### src/rtl/telemetry_rx.sv
`default_nettype none
// ============================================================================
// Module   : telemetry_rx
// Purpose  : Receives the eBike telemetry UART stream (8N1), locates the
//            0xA5/0x5A packet header and reassembles the 12-bit battery,
//            current and torque words into held output registers.
// Ports    : clk      - system clock
//            rst_n    - synchronous active-low reset
//            RX       - serial input, idles high, asynchronous to clk
//            batt     - battery word from the last good packet
//            curr     - current word from the last good packet
//            torque   - torque word from the last good packet
//            vld      - one-cycle pulse when batt/curr/torque update
//            frm_err  - one-cycle pulse when a stop bit samples 0
//            busy     - high while the byte receiver is outside IDLE
// Revision : 1.0 - initial release
// ============================================================================
module telemetry_rx #(
    parameter int BAUD_DIV = 2604
) (
    input  logic        clk,
    input  logic        rst_n,
    input  logic        RX,
    output logic [11:0] batt,
    output logic [11:0] curr,
    output logic [11:0] torque,
    output logic        vld,
    output logic        frm_err,
    output logic        busy
);

    localparam int              CW       = $clog2(BAUD_DIV);
    localparam logic [CW-1:0]   CNT_FULL = CW'(BAUD_DIV - 1);
    localparam logic [CW-1:0]   CNT_HALF = CW'(BAUD_DIV / 2 - 1);

    localparam logic [1:0] S_IDLE  = 2'd0;
    localparam logic [1:0] S_START = 2'd1;
    localparam logic [1:0] S_DATA  = 2'd2;
    localparam logic [1:0] S_STOP  = 2'd3;

    localparam logic [2:0] P_HDR1 = 3'd0;
    localparam logic [2:0] P_HDR2 = 3'd1;
    localparam logic [2:0] P_BH   = 3'd2;
    localparam logic [2:0] P_BL   = 3'd3;
    localparam logic [2:0] P_CH   = 3'd4;
    localparam logic [2:0] P_CL   = 3'd5;
    localparam logic [2:0] P_TH   = 3'd6;
    localparam logic [2:0] P_TL   = 3'd7;

    logic          rx_meta, rx_s;
    logic [1:0]    state, state_nxt;
    logic [CW-1:0] cnt;
    logic [2:0]    bit_idx;
    logic [7:0]    shreg;
    logic          tick;
    logic          byte_rdy;
    logic          stop_bad;

    logic [2:0]    pkt, pkt_nxt;
    logic [3:0]    b_hi, c_hi, t_hi;
    logic [7:0]    b_lo, c_lo;
    logic          pkt_done;

    // Two-flop synchronizer; resets to the idle (high) line level.
    always_ff @(posedge clk) begin
        if (!rst_n) begin
            rx_meta <= 1'b1;
            rx_s    <= 1'b1;
        end else begin
            rx_meta <= RX;
            rx_s    <= rx_meta;
        end
    end

    assign tick = (cnt == '0);

    // ---------------- byte receiver ----------------
    always_ff @(posedge clk) begin
        if (!rst_n) state <= S_IDLE;
        else        state <= state_nxt;
    end

    always_comb begin
        state_nxt = state;
        case (state)
            S_IDLE:  if (!rx_s) state_nxt = S_START;
            S_START: if (tick)  state_nxt = rx_s ? S_IDLE : S_DATA;
            S_DATA:  if (tick && bit_idx == 3'd7) state_nxt = S_STOP;
            S_STOP:  if (tick)  state_nxt = S_IDLE;
            default:            state_nxt = S_IDLE;
        endcase
    end

    // The byte is complete in shreg by the time the stop bit is sampled.
    always_comb begin
        byte_rdy = 1'b0;
        stop_bad = 1'b0;
        if (state == S_STOP && tick) begin
            byte_rdy = rx_s;
            stop_bad = !rx_s;
        end
    end

    always_ff @(posedge clk) begin
        if (!rst_n) begin
            cnt     <= '0;
            bit_idx <= 3'd0;
            shreg   <= 8'd0;
            frm_err <= 1'b0;
            busy    <= 1'b0;
        end else begin
            frm_err <= stop_bad;
            busy    <= (state != S_IDLE);
            case (state)
                S_IDLE: begin
                    if (!rx_s) cnt <= CNT_HALF;
                end
                S_START: begin
                    if (tick) begin
                        cnt     <= CNT_FULL;
                        bit_idx <= 3'd0;
                    end else begin
                        cnt <= cnt - 1'b1;
                    end
                end
                S_DATA: begin
                    if (tick) begin
                        shreg   <= {rx_s, shreg[7:1]};
                        cnt     <= CNT_FULL;
                        bit_idx <= bit_idx + 3'd1;
                    end else begin
                        cnt <= cnt - 1'b1;
                    end
                end
                S_STOP: begin
                    if (!tick) cnt <= cnt - 1'b1;
                end
                default: cnt <= '0;
            endcase
        end
    end

    // ---------------- packet assembler ----------------
    always_ff @(posedge clk) begin
        if (!rst_n) pkt <= P_HDR1;
        else        pkt <= pkt_nxt;
    end

    always_comb begin
        pkt_nxt = pkt;
        if (stop_bad) begin
            pkt_nxt = P_HDR1;
        end else if (byte_rdy) begin
            case (pkt)
                P_HDR1:  if (shreg == 8'hA5) pkt_nxt = P_HDR2;
                P_HDR2: begin
                    if (shreg == 8'h5A)      pkt_nxt = P_BH;
                    else if (shreg != 8'hA5) pkt_nxt = P_HDR1;
                end
                P_TL:    pkt_nxt = P_HDR1;
                default: pkt_nxt = pkt + 3'd1;
            endcase
        end
    end

    always_comb begin
        pkt_done = byte_rdy && (pkt == P_TL);
    end

    // Held outputs only move on a completed packet; staging absorbs partials.
    always_ff @(posedge clk) begin
        if (!rst_n) begin
            b_hi   <= 4'd0;
            b_lo   <= 8'd0;
            c_hi   <= 4'd0;
            c_lo   <= 8'd0;
            t_hi   <= 4'd0;
            batt   <= 12'd0;
            curr   <= 12'd0;
            torque <= 12'd0;
            vld    <= 1'b0;
        end else begin
            vld <= pkt_done;
            if (byte_rdy) begin
                case (pkt)
                    P_BH: b_hi <= shreg[3:0];
                    P_BL: b_lo <= shreg;
                    P_CH: c_hi <= shreg[3:0];
                    P_CL: c_lo <= shreg;
                    P_TH: t_hi <= shreg[3:0];
                    P_TL: begin
                        batt   <= {b_hi, b_lo};
                        curr   <= {c_hi, c_lo};
                        torque <= {t_hi, shreg};
                    end
                    default: ;
                endcase
            end
        end
    end

endmodule
`default_nettype wire

### config.mk
export PLATFORM = sky130hd
export DESIGN_NAME = telemetry_rx
export DESIGN_NICKNAME = d
export VERILOG_FILES = /design/src/rtl/telemetry_rx.sv
export SDC_FILE = /design/constraint.sdc
export NUM_CORES = 1
export LEC_CHECK = 0
export ABC_CLOCK_PERIOD_IN_PS = 2060
export BUFFER_PORTS_ARGS = -buffer_cell sky130_fd_sc_hd__buf_2
export CORE_MARGIN = 2
export CORE_UTILIZATION = 52
export CTS_BUF_LIST = sky130_fd_sc_hd__clkbuf_16
export DETAILED_ROUTE_END_ITERATION = 10
export MAX_ROUTING_LAYER = met4
export PLACE_DENSITY = 0.85
export SKIP_CTS_REPAIR_TIMING = 1
export SYNTH_ARGS = -nofsm -noshare
export SYNTH_HDL_FRONTEND = slang
export SYNTH_SLANG_ARGS = --single-unit
### constraint.sdc
create_clock -name clk -period 2.06 [get_ports clk]
set_clock_uncertainty 0.2 [all_clocks]
set_input_delay 0.206 -clock clk [delete_from_list [all_inputs] [get_ports clk]]
set_output_delay 0.206 -clock clk [all_outputs]
set_load 0.01 [all_outputs]
---- Word-level counts from Yosys, hierarchy flattened ----
Index checks and enable logic that the tools add are counted.
operators by class
  $lt $le $gt $ge ......................... 0
  add/subtract/negate cells ............... 3
  $mul .................................... 0
  shift-type cells ........................ 0
  eq/ne operators ......................... 22
  bitwise gates (word level) .............. 1
  reductions and logical operators ........ 22
  muxes and demuxes ....................... 19
  divide/modulo/power cells ............... 0
operator list
  cell                     number
  $mux W12                 3
  $pmux W12 S3             1
  $reduce_and A2 Y1        8
  $eq A3 B3 Y1 const B     5
  $mux W3                  5
  $ne A2 B2 Y1 const B     7
  $logic_not A12 Y1        1
  $sub A12 B1 Y12 const B  1
  $mux W2                  5
  $pmux W3 S3              1
  $eq A8 B7 Y1 const B     1
  $eq A8 B8 Y1 const B     1
  $ne A8 B8 Y1 const B     1
  $pmux W2 S4              1
  $add A3 B1 Y3 const B    2
  $eq A3 B2 Y1 const B     2
  $pmux W3 S2              1
  $reduce_and A3 Y1        2
  $eq A2 B2 Y1 const B     2
  $reduce_and A4 Y1        1
  $reduce_bool A2 Y1       2
  $reduce_or A2 Y1         2
  $eq A3 B1 Y1 const B     1
  $logic_and A1 B1 Y1      3
  7 further kinds          8
storage, ports and cells
  memories kept ........................... 0
  ROM bits ................................ 0
  RAM bits ................................ 0
  latch bits .............................. 0
  input bits .............................. 3
  bits in registers ....................... 97

---- Depth between registers and ports, before layout ----
  depth in word-level cells ............... 4
  gate-level depth with buffers ........... 9
  gate-level depth less buffers ........... 7

---- Worst setup path before layout ----
No wires, ideal clock.
  path type ............................... register to register
  from .................................... register state[0]
  to ...................................... register b_lo[7]
  path slack .............................. 0.024 ns
  path buffers ............................ 2
  data arrival time ....................... 1.717 ns
  stages on the path, launching flop included .. 9
  library setup time ...................... 0.119 ns
  required time ........................... 1.741 ns
  path through ............................ dfxtp_1 ha_1 nor3b_1 and4_1 buf_4 nand3_2 buf_2 nand3_1 o21ai_1
on the way
  cells in the longest elaborated chain, start to end .. 4
RTL lines
  item                                line  RTL
  start: declaration                  51    logic [1:0] state, state_nxt;
  start signal: assignment            80    else state <= state_nxt;
  $eq A2 B2 Y1                        98    if (state == S_STOP && tick) begin
  $logic_and A1 B1 Y1                 98
  $mux W1                             98
  $reduce_and A2 Y1 (no source line)  -
  end signal: assignment              187   P_BL: b_lo <= shreg;
  end: declaration                    61    logic [7:0] b_lo, c_lo;
No other way between the ends.
A chain may end at the register's enable or synchronous reset.

---- Worst setup path after layout ----
  from .................................... register cnt[1]
  to ...................................... register curr[2]
on the way
  cells in the longest elaborated chain, start to end .. 4
RTL lines
  item                                line  RTL
  start: declaration                  52    logic [CW-1:0] cnt;
  start signal: assignment            123   cnt <= cnt - 1'b1;
  start signal: assignment            132   cnt <= cnt - 1'b1;
  start signal: assignment            136   if (!tick) cnt <= cnt - 1'b1;
  $logic_not A12 Y1                   75    assign tick = (cnt == '0);
  $logic_and A1 B1 Y1                 98
  $mux W1                             98
  $reduce_and A2 Y1 (no source line)  -
  end signal: assignment              193   curr <= {c_hi, c_lo};
  end: declaration                    25    output logic [11:0] curr,
No other way between the ends.

==> impl_metrics.tcl <==
set metrics [dict create \
    violations "setup timing" \
    hp-class "input pin to flip-flop" \
    cts.clk_slew.worst_paths_ps 80 \
    timing.rr.start "cnt[1]$_SDFFE_PN0P_" \
    cp.depth 7 \
    numCtsBuffers 9 \
    antenna_found_initial 0 \
    worstPathCellList "inv_2 -> ha_4 -> nor4b_4 -> and4_4 -> nand3_4 -> buf_6 -> o21ai_0" \
    crit_arrival_ps 2230 \
    syn_to_final_growth_pct 27.1 \
    worstSetupEndpointType "flip-flop" \
    max_freq_mhz 458 \
    hpwl_um 6390 \
    seq_area_frac_synth_pct 47.8 \
    syn-instance-count 465 \
    dpl.cell_count 611 \
    final_core_util_pct 67.5 \
    cts-root-buf "clkbuf_16" \
    fin_ws_ps -121 \
    pin_count 42 \
    gp_congestion 0.904 \
    r2r_cells 7 \
    portBuffers 41 \
    worst_slew_pin_slew_ps 380 \
    grt_pass1_vias 3296 \
    synth_nets 483 \
    fp.coreArea_mm2 0.00765 \
    min_to "rx_meta$_SDFF_PN1_" \
    outcome "finished with violations" \
    synth_top_area_cell "dfxtp_1" \
    drc 0 \
    crit_type "flip-flop to flip-flop" \
    clk_path_buf_depth 2 \
    yosys_warnings 0 \
    leakage_nw 2.09 \
    ant_nets 0 \
    track_usage_pct 23.0 \
    placed_area_mm2 0.00453 \
    start_util_pct 53.1 \
    crit_family "simple AND/OR/NAND/NOR gates" \
    final_nets 553 \
    power.density_mw_per_mm2 874 \
    cpMaxStageDelayCell "and4_4" \
    drv_cap 0 \
    antenna_cells 0 \
    synth_top_area_share_pct 47.8 \
    die_h_um 92.4 \
    syn_area_mm2 0.00406 \
    overflow 0 \
    finalCriticalPeriod_ps 2180 \
    hold_viol 0 \
    r2r-end "curr[2]$_SDFFE_PN0P_" \
    grt_max_degree 84 \
    start_kind "flip-flop" \
    relSlewSlack_pct 74.6 \
    htreeDepth 3 \
    viasPerCell 6.05 \
    cts.sinks 97 \
    ys_top_cells_by_count "dfxtp_1, nand2_1, nand3_1, o21ai_0, mux2i_1" \
    fp-row-count 32 \
    setup-violations-final 30 \
    n_fill_cell 539 \
    num_vias 3886 \
    synth.ff_latch_count 97 \
    yosysMostFrequentCell "dfxtp_1" \
    power.total_mw 4.51 \
    routed_wl_um 11100 \
    peakVddDrop_mv 0.519 \
    worstHoldStart "rst_n" \
    synth.area.top_cells "dfxtp_1, nand2_1, nand3_1" \
    synth_edf_count 0 \
    critical_path_buf_inv_count 2 \
    synth_ff_type "dfxtp_1" \
    fin_area_mm2 0.00516 \
    slowest_delay_ps 360 \
    cp_max_fo 18 \
    required_ps 2100 \
    fin_crit_sh_pct 106 \
    drtIter0Drc 369 \
    min_path_cells 2 \
    slew_viol_final 0 \
    cts_tree "built" \
    avgSynthCellArea_um2 8.73 \
    fin_cells 642 \
    clk_latency_ps 350 \
    die_area_mm2 0.00853 \
    wire_per_inst_um 17.4 \
    synth_cell_type_count 54 \
    drive_gt1_share_pct 25.6 \
    rsz0062_at_grt "yes" \
    synthArstFlopShare_pct 0 \
    grt_pass1_wl_um 15300 \
    die_x_um 92.4 \
    r2r_slack_ps -120 \
    drt_pre_antenna_iters 5 \
]
## metal layers
| layer | share of wire [%] | global-route usage [%] | vias up |
|---|---|---|---|
| met5 | 0 | - | - |
| met4 | 3.4 | 8.83 | 0 |
| met2 | 48 | 36.8 | 218 |
| met3 | 8.3 | 3.50 | 43 |
| li1 | - | - | 1805 |
| met1 | 40 | 29.7 | 1820 |
## cell type report
type                            instances  area, um^2  area share [%]
Timing Repair Buffer                   84         627            12.1
Sequential cell                        97        1940            37.7
Clock inverter                          7        95.1            1.84
Tap cell                              102         128            2.47
Clock buffer                            9         225            4.36
Inverter                               15        56.3            1.09
Multi-Input combinational cell        328        2090            40.4
## worst max-delay path by stage
stage                                      from                      to  slack, ps
after floorplan           state[0]$_SDFFE_PN0P_    b_lo[7]$_SDFFE_PN0P_         20
after global placement      cnt[0]$_SDFFE_PN0P_     cnt[4]$_SDFFE_PN0P_        -10
after detailed placement    cnt[0]$_SDFFE_PN0P_  torque[1]$_SDFFE_PN0P_       -110
after CTS                   cnt[0]$_SDFFE_PN0P_    b_lo[3]$_SDFFE_PN0P_       -140
after global routing        cnt[0]$_SDFFE_PN0P_     pkt[0]$_SDFFE_PP0P_       -180
final                       cnt[1]$_SDFFE_PN0P_    curr[2]$_SDFFE_PN0P_       -120
## per-stage QoR
step                hold WS, ps  worst slack [ps]  setup TNS (ps)
finish                     30.3              -121            -908
global route               49.9              -183           -3910
CTS                        -171              -141           -4320
detailed placement          190              -106           -2990
global placement            186             -11.3           -38.0
floorplan                   107              24.0               0
## state kept, by name, indices dropped and copies added (netlist names), named ones only
signal / flops
b_hi: 4
b_lo: 8
batt: 12
bit_idx: 3
busy: 1
c_hi: 4
c_lo: 8
cnt: 12
curr: 12
frm_err: 1
pkt: 3
rx_meta: 1
rx_s: 1
shreg: 8
state: 1
t_hi: 4
torque: 12
vld: 1
## worst reg2reg max path, delay by kind of cell (launching register included)
family | cells | cell delay (ps)
AOI/OAI and AO/OA | 1 | 260
adders and majority gates | 1 | 120
buffers and inverters | 2 | 300
DFF | 1 | 330
and+or+nand+nor | 3 | 870
## power breakdown
group	total, mW	internal [mW]	switching [mW]
clock	1.77	0.980	0.793
combinational	0.792	0.343	0.450
sequential	1.94	1.91	0.0344
## placed cells by master (no fill, tap or decap), types with 7 or more instances in the layout
cell | Yosys | layout
ha_1 | 15 | 13
nand3_1 | 48 | 47
nor2_1 | 19 | 17
buf_4 | 1 | 32
o21ai_0 | 43 | 14
clkbuf_16 | 0 | 12
mux2i_1 | 22 | 21
o21ai_1 | 15 | 43
dfxtp_1 | 97 | 95
nor3_1 | 7 | 7
inv_1 | 14 | 12
buf_2 | 5 | 41
nand2_1 | 72 | 71
a21oi_1 | 17 | 11
## logic make-up (layout without fill, tap and decap cells)
logic type,Yosys count,after routing,share of synthesized area (%)
AO/OA/AOI/OAI,107,107,15.4
adder cells (fa/ha/maj),15,15,4.62
buffers and inverters,41,115,4.04
flip-flops,97,97,47.8
multiplexers,22,22,5.42
AND/OR/NAND/NOR,183,184,22.7
Power figures use the tool's default switching activity.
